### src/rtl/serial_xor_arbiter_if.sv
// rtl/serial_xor_arbiter_if.sv - request/operand/result bundle between two requesters and the serial XOR arbiter
interface serial_xor_arbiter_if #(
    parameter int WIDTH = 8
);
    logic             req0;
    logic [WIDTH-1:0] a0;
    logic [WIDTH-1:0] b0;
    logic             req1;
    logic [WIDTH-1:0] a1;
    logic [WIDTH-1:0] b1;
    logic             gnt0;
    logic             gnt1;
    logic             busy;
    logic             done;
    logic [WIDTH-1:0] z;
    logic             z_owner;

    modport master (
        output req0, a0, b0, req1, a1, b1,
        input  gnt0, gnt1, busy, done, z, z_owner
    );

    modport slave (
        input  req0, a0, b0, req1, a1, b1,
        output gnt0, gnt1, busy, done, z, z_owner
    );
endinterface

### src/rtl/serial_xor_arbiter.sv
// rtl/serial_xor_arbiter.sv - round-robin arbiter sharing one 1-bit xor_gate across two bit-serial XOR requests
module xor_gate (
    input  logic a,
    input  logic b,
    output logic y
);
    xor u_xor (y, a, b);
endmodule

module serial_xor_arbiter #(
    parameter int WIDTH = 8
) (
    input  logic               clock,
    input  logic               reset,
    serial_xor_arbiter_if.slave bus
);
    localparam int CW = (WIDTH > 1) ? $clog2(WIDTH) : 1;
    localparam logic [CW-1:0] CNT_LAST = CW'(WIDTH - 1);

    typedef enum logic [1:0] {IDLE, SHIFT, DONE} state_t;

    state_t           state_q, state_d;
    logic [CW-1:0]    cnt_q, cnt_d;
    logic [WIDTH-1:0] sh_a_q, sh_a_d;
    logic [WIDTH-1:0] sh_b_q, sh_b_d;
    logic [WIDTH-1:0] res_q, res_d;
    logic [WIDTH-1:0] z_q, z_d;
    logic             z_owner_q, z_owner_d;
    logic             owner_q, owner_d;
    logic             rr_last_q, rr_last_d;
    logic             gnt0_q, gnt0_d;
    logic             gnt1_q, gnt1_d;
    logic             busy_q, busy_d;
    logic             done_q, done_d;
    logic             bit_w;
    logic             win;

    xor_gate u_xor_gate (
        .a (sh_a_q[0]),
        .b (sh_b_q[0]),
        .y (bit_w)
    );

    // Requester 1 wins when alone, or when both ask and requester 0 won last.
    assign win = bus.req1 & (~bus.req0 | ~rr_last_q);

    always_comb begin
        state_d   = state_q;
        cnt_d     = cnt_q;
        sh_a_d    = sh_a_q;
        sh_b_d    = sh_b_q;
        res_d     = res_q;
        z_d       = z_q;
        z_owner_d = z_owner_q;
        owner_d   = owner_q;
        rr_last_d = rr_last_q;
        gnt0_d    = 1'b0;
        gnt1_d    = 1'b0;
        done_d    = 1'b0;
        case (state_q)
            IDLE: begin
                if (bus.req0 | bus.req1) begin
                    state_d   = SHIFT;
                    rr_last_d = win;
                    owner_d   = win;
                    sh_a_d    = win ? bus.a1 : bus.a0;
                    sh_b_d    = win ? bus.b1 : bus.b0;
                    cnt_d     = '0;
                    gnt0_d    = ~win;
                    gnt1_d    = win;
                end
            end
            SHIFT: begin
                sh_a_d = sh_a_q >> 1;
                sh_b_d = sh_b_q >> 1;
                res_d  = {bit_w, res_q[WIDTH-1:1]};
                if (cnt_q == CNT_LAST) begin
                    state_d   = DONE;
                    cnt_d     = '0;
                    z_d       = {bit_w, res_q[WIDTH-1:1]};
                    z_owner_d = owner_q;
                    done_d    = 1'b1;
                end else begin
                    cnt_d = cnt_q + CW'(1);
                end
            end
            DONE: begin
                state_d = IDLE;
            end
            default: begin
                state_d = IDLE;
            end
        endcase
        busy_d = (state_d != IDLE);
    end

    always_ff @(posedge clock or posedge reset) begin
        if (reset) begin
            state_q   <= IDLE;
            cnt_q     <= '0;
            sh_a_q    <= '0;
            sh_b_q    <= '0;
            res_q     <= '0;
            z_q       <= '0;
            z_owner_q <= 1'b0;
            owner_q   <= 1'b0;
            rr_last_q <= 1'b1;
            gnt0_q    <= 1'b0;
            gnt1_q    <= 1'b0;
            busy_q    <= 1'b0;
            done_q    <= 1'b0;
        end else begin
            state_q   <= state_d;
            cnt_q     <= cnt_d;
            sh_a_q    <= sh_a_d;
            sh_b_q    <= sh_b_d;
            res_q     <= res_d;
            z_q       <= z_d;
            z_owner_q <= z_owner_d;
            owner_q   <= owner_d;
            rr_last_q <= rr_last_d;
            gnt0_q    <= gnt0_d;
            gnt1_q    <= gnt1_d;
            busy_q    <= busy_d;
            done_q    <= done_d;
        end
    end

    assign bus.gnt0    = gnt0_q;
    assign bus.gnt1    = gnt1_q;
    assign bus.busy    = busy_q;
    assign bus.done    = done_q;
    assign bus.z       = z_q;
    assign bus.z_owner = z_owner_q;
endmodule
### src/flat_wrapper.sv
// flat-port wrapper written by rule: the top's interface ports become plain ports
module serial_xor_arbiter_flat 
#(
    parameter int WIDTH = 8
)
  (clock, reset, bus_req0, bus_a0, bus_b0, bus_req1, bus_a1, bus_b1, bus_gnt0, bus_gnt1, bus_busy, bus_done, bus_z, bus_z_owner);
  serial_xor_arbiter_if #(.WIDTH(WIDTH)) bus_i ();
  input  logic clock;
  input  logic reset;
  input wire logic [$bits(bus_i.req0)-1:0] bus_req0;
  input wire logic [$bits(bus_i.a0)-1:0] bus_a0;
  input wire logic [$bits(bus_i.b0)-1:0] bus_b0;
  input wire logic [$bits(bus_i.req1)-1:0] bus_req1;
  input wire logic [$bits(bus_i.a1)-1:0] bus_a1;
  input wire logic [$bits(bus_i.b1)-1:0] bus_b1;
  output wire logic [$bits(bus_i.gnt0)-1:0] bus_gnt0;
  output wire logic [$bits(bus_i.gnt1)-1:0] bus_gnt1;
  output wire logic [$bits(bus_i.busy)-1:0] bus_busy;
  output wire logic [$bits(bus_i.done)-1:0] bus_done;
  output wire logic [$bits(bus_i.z)-1:0] bus_z;
  output wire logic [$bits(bus_i.z_owner)-1:0] bus_z_owner;
  assign bus_i.req0 = bus_req0;
  assign bus_i.a0 = bus_a0;
  assign bus_i.b0 = bus_b0;
  assign bus_i.req1 = bus_req1;
  assign bus_i.a1 = bus_a1;
  assign bus_i.b1 = bus_b1;
  assign bus_gnt0 = bus_i.gnt0;
  assign bus_gnt1 = bus_i.gnt1;
  assign bus_busy = bus_i.busy;
  assign bus_done = bus_i.done;
  assign bus_z = bus_i.z;
  assign bus_z_owner = bus_i.z_owner;
  serial_xor_arbiter #(.WIDTH(WIDTH)) u_core (.clock(clock), .reset(reset), .bus(bus_i));
endmodule
### config.mk
export PLATFORM = sky130hd
export DESIGN_NAME = serial_xor_arbiter_flat
export DESIGN_NICKNAME = d
export VERILOG_FILES = /design/src/rtl/serial_xor_arbiter_if.sv /design/src/rtl/serial_xor_arbiter.sv /design/src/flat_wrapper.sv
export SDC_FILE = /design/constraint.sdc
export NUM_CORES = 1
export LEC_CHECK = 0
export CORE_MARGIN = 1
export CORE_UTILIZATION = 52
export CTS_CLUSTER_SIZE = 25
export DETAILED_ROUTE_END_ITERATION = 8
export GPL_TIMING_DRIVEN = 0
export PLACE_DENSITY = 0.84
export SYNTH_ARGS = -nofsm -noshare
export SYNTH_HDL_FRONTEND = slang
export SYNTH_SLANG_ARGS = --single-unit
### constraint.sdc
create_clock -name clock -period 2.3 [get_ports clock]
set_input_delay 0.46 -clock clock [delete_from_list [all_inputs] [get_ports clock]]
set_output_delay 0.46 -clock clock [all_outputs]
set_load 0.02 [all_outputs]
==> impl_metrics.env <==
export IMPL_status="finished, final reports clean"
export IMPL_async_flop_share_pct=100
export IMPL_vias=1584
export IMPL_postCtsSetupRepairBufs=0
export IMPL_maxCapViolations=0
export IMPL_r2r_end="u_core.bus.z[6]"
export IMPL_nets=275
export IMPL_wirelength_microns=4290
export IMPL_worst_setup_path_end_kind="register"
export IMPL_viasPerCell=5.56
export IMPL_post_dp_hpwl_microns=3000
export IMPL_grt_max_degree=44
export IMPL_rsz0062_at_grt="no"
export IMPL_min_to="u_core.res_q[1]"
export IMPL_clkPwrFrac_pct=21.4
export IMPL_syn_cell_area_sq_mm=0.00198
export IMPL_ys_ff_latch=43
export IMPL_drive_above_1_share_pct=12.2
export IMPL_postCtsHoldBufs=0
export IMPL_worst_slack_ps=472
export IMPL_cts_resized=0
export IMPL_p_leak_uw=0.00117
export IMPL_synth_cells=181
export IMPL_synth_edf_count=0
export IMPL_pwr_share_seq_pct=40.4
export IMPL_finalSetupViolations=0
export IMPL_synthTopCellsByArea="dfrtp_1, nand2_1, mux2i_1, o21ai_0, mux2_2"
export IMPL_drv_slew=0
export IMPL_first_global_vias=1530
export IMPL_criticalPathCategory="in -> reg"
export IMPL_dpl_cell_count=277
export IMPL_finalHoldViolations=0
export IMPL_synth_top_area_share_pct=53.0
export IMPL_pwr_share_comb_pct=38.1
export IMPL_finalCritPeriodShare_pct=79.5
export IMPL_cts_tree="built"
export IMPL_synthFlopType="dfrtp_1"
export IMPL_area_growth_syn_to_layout_pct=34.0
export IMPL_core_area_sq_mm=0.00366
export IMPL_gp_congestion=0.810
export IMPL_start_util_pct=54.1
export IMPL_p_per_area_mw_per_mm2=1210
export IMPL_yosysWarnings=0
export IMPL_synth_most_common_cell="dfrtp_1"
export IMPL_whs_ps=490
export IMPL_hold_path_class="reg -> reg"
export IMPL_power_internal_uw=2120
export IMPL_rr_worst_depth=5
export IMPL_grt_overflow=0
export IMPL_maxSlewHeadroom_pct=44.0
export IMPL_arrival_ps=2020
export IMPL_rr_startpoint="u_core.cnt_q[0]"
export IMPL_first_iter_violations=84
export IMPL_drc=0
export IMPL_die_h_microns=63.7
export IMPL_path_clk_slew_ps=80
export IMPL_insertion_delay_ps=290
export IMPL_switching_share_pct=33.7
export IMPL_vdd_drop_max_mv=0.788
export IMPL_syn_area_per_cell_sq_um=10.9
export IMPL_placementRows=22
export IMPL_cp_start_kind="input pin"
export IMPL_fin_skew_ps=8.40
export IMPL_ys_seq_area_share_pct=54.4
export IMPL_hold_start="u_core.res_q[1]"
export IMPL_required_ps=2490
export IMPL_tightest_slew_ps=838
export IMPL_die_w_microns=63.7
export IMPL_wl_per_cell_microns=15.1
export IMPL_final_cells=285
export IMPL_cts_sinks=43
export IMPL_synth_distinct_cells=35
export IMPL_synth_largest_area_cell="dfrtp_1"
export IMPL_antenna_cells=0
export IMPL_antenna_found_initial=0
export IMPL_clockRootBuffer="clkbuf_8"
export IMPL_nFillCells=261
export IMPL_io_pins=49
export IMPL_min_path_cells=2
export IMPL_pre_cts_ws_ps=203
export IMPL_grt_pass1_wl_microns=7150
export IMPL_max_freq_mhz=547
export IMPL_min_period_ps=1830
export IMPL_p_sw_uw=1080
export IMPL_clk_path_buf_depth=2
export IMPL_synth_nets=220
export IMPL_cp_max_fo=10
export IMPL_synth_common_cells="dfrtp_1, nand2_1, o21ai_0"
export IMPL_numCtsBuffers=5
export IMPL_grtUsageTotal_pct=23.2
export IMPL_io_buffers=48
export IMPL_ant_nets=0
export IMPL_setup_tns_ps=0
export IMPL_r2r_setup_slack_ps=630
export IMPL_htreeDepth=2
export IMPL_drtPass1Iterations=5
export IMPL_die_area_sq_mm=0.00406
flip-flops by register name, summed over array words and instances, names as in the netlist, 2 cells and up:
name / count
u_core.sh_a_q: 8
u_core.state_q: 2
u_core.res_q: 7
u_core.sh_b_q: 8
u_core.bus.z: 8
u_core.cnt_q: 3
worst max path at each step:
stage / slack [ps] / cells after the start / startpoint / end
2_1_floorplan: 770 / 5 / u_core.cnt_q[0] / u_core.bus.z[0]
3_3_place_gp: 30 / 2 / reset / u_core.sh_a_q[7]
3_5_place_dp: 200 / 6 / bus_req1 / u_core.sh_b_q[1]
4_1_cts: 470 / 5 / bus_req0 / u_core.sh_a_q[2]
5_1_grt: 360 / 5 / bus_req0 / u_core.sh_a_q[2]
6_report: 470 / 5 / bus_req0 / u_core.sh_a_q[2]
metal layers:
| metal | global-route usage, % | vias to the layer above | part of all wire [%] |
|---|---|---|---|
| li1 | - | 748 | - |
| met1 | 31.9 | 785 | 45 |
| met2 | 37.8 | 43 | 49 |
| met3 | 3.21 | 8 | 4.2 |
| met4 | 7.95 | 0 | 1.3 |
| met5 | 0 | - | 0 |
power by group through the flow:
| stage | combinational, uW | sequential (uW) | clock, uW |
|---|---|---|---|
| 5_1_grt | 1350 | 1330 | 724 |
| 2_1_floorplan | 684 | 1370 | 0 |
| 6_report | 1220 | 1300 | 687 |
| 3_5_place_dp | 1220 | 1310 | 0 |
| 4_1_cts | 1230 | 1300 | 687 |
| 3_3_place_gp | 1170 | 1290 | 0 |
through the flow:
step | cell area (sq um) | power (uW) | util (%)
after global routing | 2660 | 3400 | 72.5
final | 2660 | 3200 | 72.5
after global placement | 2520 | 2460 | 68.9
after detailed placement | 2520 | 2520 | 68.9
after floorplan | 1980 | 2060 | -
after CTS | 2660 | 3210 | 72.5
logic make-up after synthesis:
family,count (synthesis),share of synthesized area (%)
XOR/XNOR,1,0.442
AND/OR/NAND/NOR,51,13.2
multiplexers,17,9.09
buffers and inverters,16,3.72
flip-flops,43,54.4
AO/OA/AOI/OAI,50,17.3
adder cells (fa/ha/maj),3,1.89
area by class of cell:
cell class	instances	area (sq um)	share of cell area [%]
flip-flops and latches	43	1080	40.6
multi-input cells	122	831	31.3
repair buffers	48	480	18.1
clock buffers	6	72.6	2.73
plain buffers	13	62.6	2.36
clock inverters	2	60.1	2.26
well taps	48	60.1	2.26
inverters	3	11.3	0.424
layout by cell type, fill, tap and decap left out, types with 2 or more instances in the layout:
| master | netlist | layout |
|---|---|---|
| clkdlybuf4s50_1 | 0 | 48 |
| dfrtp_1 | 42 | 42 |
| nand2_1 | 28 | 28 |
| o21ai_0 | 17 | 17 |
| mux2i_1 | 9 | 9 |
| o211ai_1 | 8 | 8 |
| mux2_2 | 7 | 7 |
| and2_1 | 7 | 7 |
| a221oi_1 | 7 | 7 |
| nor2b_1 | 7 | 7 |
| o31ai_1 | 7 | 7 |
| buf_2 | 6 | 6 |
| clkbuf_8 | 0 | 5 |
| clkbuf_1 | 3 | 4 |
| ha_1 | 3 | 3 |
| clkbuf_2 | 2 | 2 |
| inv_1 | 3 | 2 |
| nor2_1 | 2 | 2 |
| a22o_1 | 2 | 2 |
| o2bb2ai_1 | 2 | 2 |
| nor3_1 | 2 | 2 |
| a21o_1 | 2 | 2 |
| bufinv_16 | 0 | 2 |
worst max-delay path, cell delays in order:
cell and delay (ps):
clkdlybuf4s50_1 510, nor3_2 420, clkbuf_1 370, o21ai_0 150
o31ai_1 100
Power figures use the tool's default switching activity.
==> patch, RTL diff (config.mk and constraints unchanged) <==
Make the reset (`reset`) synchronous in one clocked block.
--- a/src/rtl/serial_xor_arbiter.sv
+++ b/src/rtl/serial_xor_arbiter.sv
@@ -95,5 +95,5 @@
     end
 
-    always_ff @(posedge clock or posedge reset) begin
+    always_ff @(posedge clock) begin
         if (reset) begin
             state_q   <= IDLE;
Formal check against the unedited RTL: differs if reset is asserted again (counterexample within 4 cycles, from zero or initial values and one cycle with reset high); with reset held inactive, the same outputs for 10 cycles.
==> patch against the original RTL <==
  * Setup slack worse by 0.049 ns
  * Wire length down 0.19%
  * Final area down 1.3%
  * Area after synthesis up 0.69%
  * Via count up 15%
  * Sequential cell count unchanged
  * Critical endpoint is now u_core.sh_a_q[7]$_SDFFE_PP0P_
Power is not compared: it rests on default switching activity, and its combinational part moved more than twofold at a synthesized area within 25%.
==> patch: results (changes against the original RTL) <==
outcome:
  outcome: "complete, no violations"
final_layout:
  inverters: 3  # unchanged
  final_nets: 314  # +14%
  n_all_buffers: 66  # +8.2%
  seq_share_pct: 32.9  # -7.7 points
  nonClkBufAreaFrac_pct: 22.0  # +1.6 points
  clock_area_share_pct: 3.58  # -1.4 points
  nClkBuffers: 5  # -1
  layoutNonFillerInstCount: 324  # +14%
  n_fill_cell: 298  # +14%
  area_delta_synth_final_pct: 31.3
  multi_input_area_share_pct: 38.8  # +7.5 points
  drive_gt1_share_pct: 7.25  # -5.0 points
  nMultiInputCombCells: 156  # +28%
synth:
  synth_fp_nets: 260  # +18%
  netlist_instances: 221  # +22%
  synthDistinctLibCells: 32  # -8.6%
  yosys-top-cells-count: "43 x dfxtp_1, 23 x nand2_1, 21 x a21oi_1, 16 x mux2i_1, 15 x a211oi_1"
  ys_seq_area_share_pct: 43.1  # -11 points
  ys_ff_latch: 43  # unchanged
  yosys-top-cells-area: "dfxtp_1 43%, mux2i_1 8.0%, and3b_1 6.1%, a211oi_1 5.6%, a21oi_1 5.3%"
  async_flop_share_pct: 0  # -100 points
placement:
  place_congestion: 0.771  # -4.8%
  postPlaceCellArea_mm2: 0.00253  # +0.15%
  io_buffer_count: 47  # -2.1%
  place_ws_ns: 0.107  # -0.0953 ns
  hpwl_mm: 3.05  # +1.6%
grt:
  use_met2_pct: 38.8  # +1.1 points
  grt_max_degree: 16  # -64%
  grtUsageMet1_pct: 30.1  # -1.8 points
  grt_use_total_pct: 22.9  # -0.27 points
routing:
  wl_met3_um: 197  # +8.2%
  firstDrtPassIters: 4  # -1
  vias: 1818  # +15%
  wl_met1_mm: 1.94  # +0.21%
  wl_mm: 4.28  # -0.19%
  met2_length_mm: 2.10  # -0.80%
  drtIter0Drc: 102  # +21%
timing:
  max_freq_ghz: 0.533  # -2.6%
  tightestPinTransition_ns: 0.565  # -0.273 ns
  finalClockSkew_ns: 0.00562  # -0.00278 ns
  whs_ns: 0.456  # -0.0339 ns
setup_path:
  crit_start: "bus_req1"
  rr_endpoint: "u_core.sh_a_q[7]$_SDFFE_PP0P_"
  worstPathArrival_ns: 2.08  # +0.06 ns
  timing.rr.start: "u_core.state_q[0]$_SDFF_PP0_"
  cp-endpoint: "u_core.sh_a_q[7]$_SDFFE_PP0P_"
  r2r_setup_slack_ns: 0.69  # +0.06 ns
  crit_slowest_cell: "nor3_2"
job:
  timing.max_cap.violations: 0  # unchanged
worst_hold_path:
  hold_depth: 2  # unchanged
  whs_endpoint: "u_core.bus.z[6]$_SDFFE_PP0P_"
  min_from: "u_core.bus.z[6]$_SDFFE_PP0P_"
clock_network:
  post_cts_buffers: 0  # unchanged
==> patch: cell count changes after synthesis, moves of 14 or more <==
cell and change:
dfxtp_1 +43, dfrtp_1 -42, and3b_1 +14, a21oi_1 +20, a211oi_1 +15, o22ai_1 +14
==> patch: cell families after synthesis <==
family	share of synthesized area, %
AOI/OAI and AO/OA	18.5
xor gates and xnor gates	0.439
adders and majority gates	1.88
buffers and inverters	5.89
DFF	43.1
muxes	8.02
and+or+nand+nor	22.1
==> patch: power by group through the flow <==
stage               registers (W)  logic, W  clock network [W]
finish                   0.000805  0.000238           0.000494
global route             0.000810  0.000264           0.000527
CTS                      0.000805  0.000240           0.000496
detailed placement       0.000822  0.000239                  0
global placement         0.000820  0.000235                  0
floorplan                0.000821  0.000138                  0
==> patch: tightest hold or removal path: cells and delay by family, from the launching register on <==
kind / cells / cell delay, ns
simple gates: 1 / 0.05
flops: 1 / 0.32
compound gates: 1 / 0.05
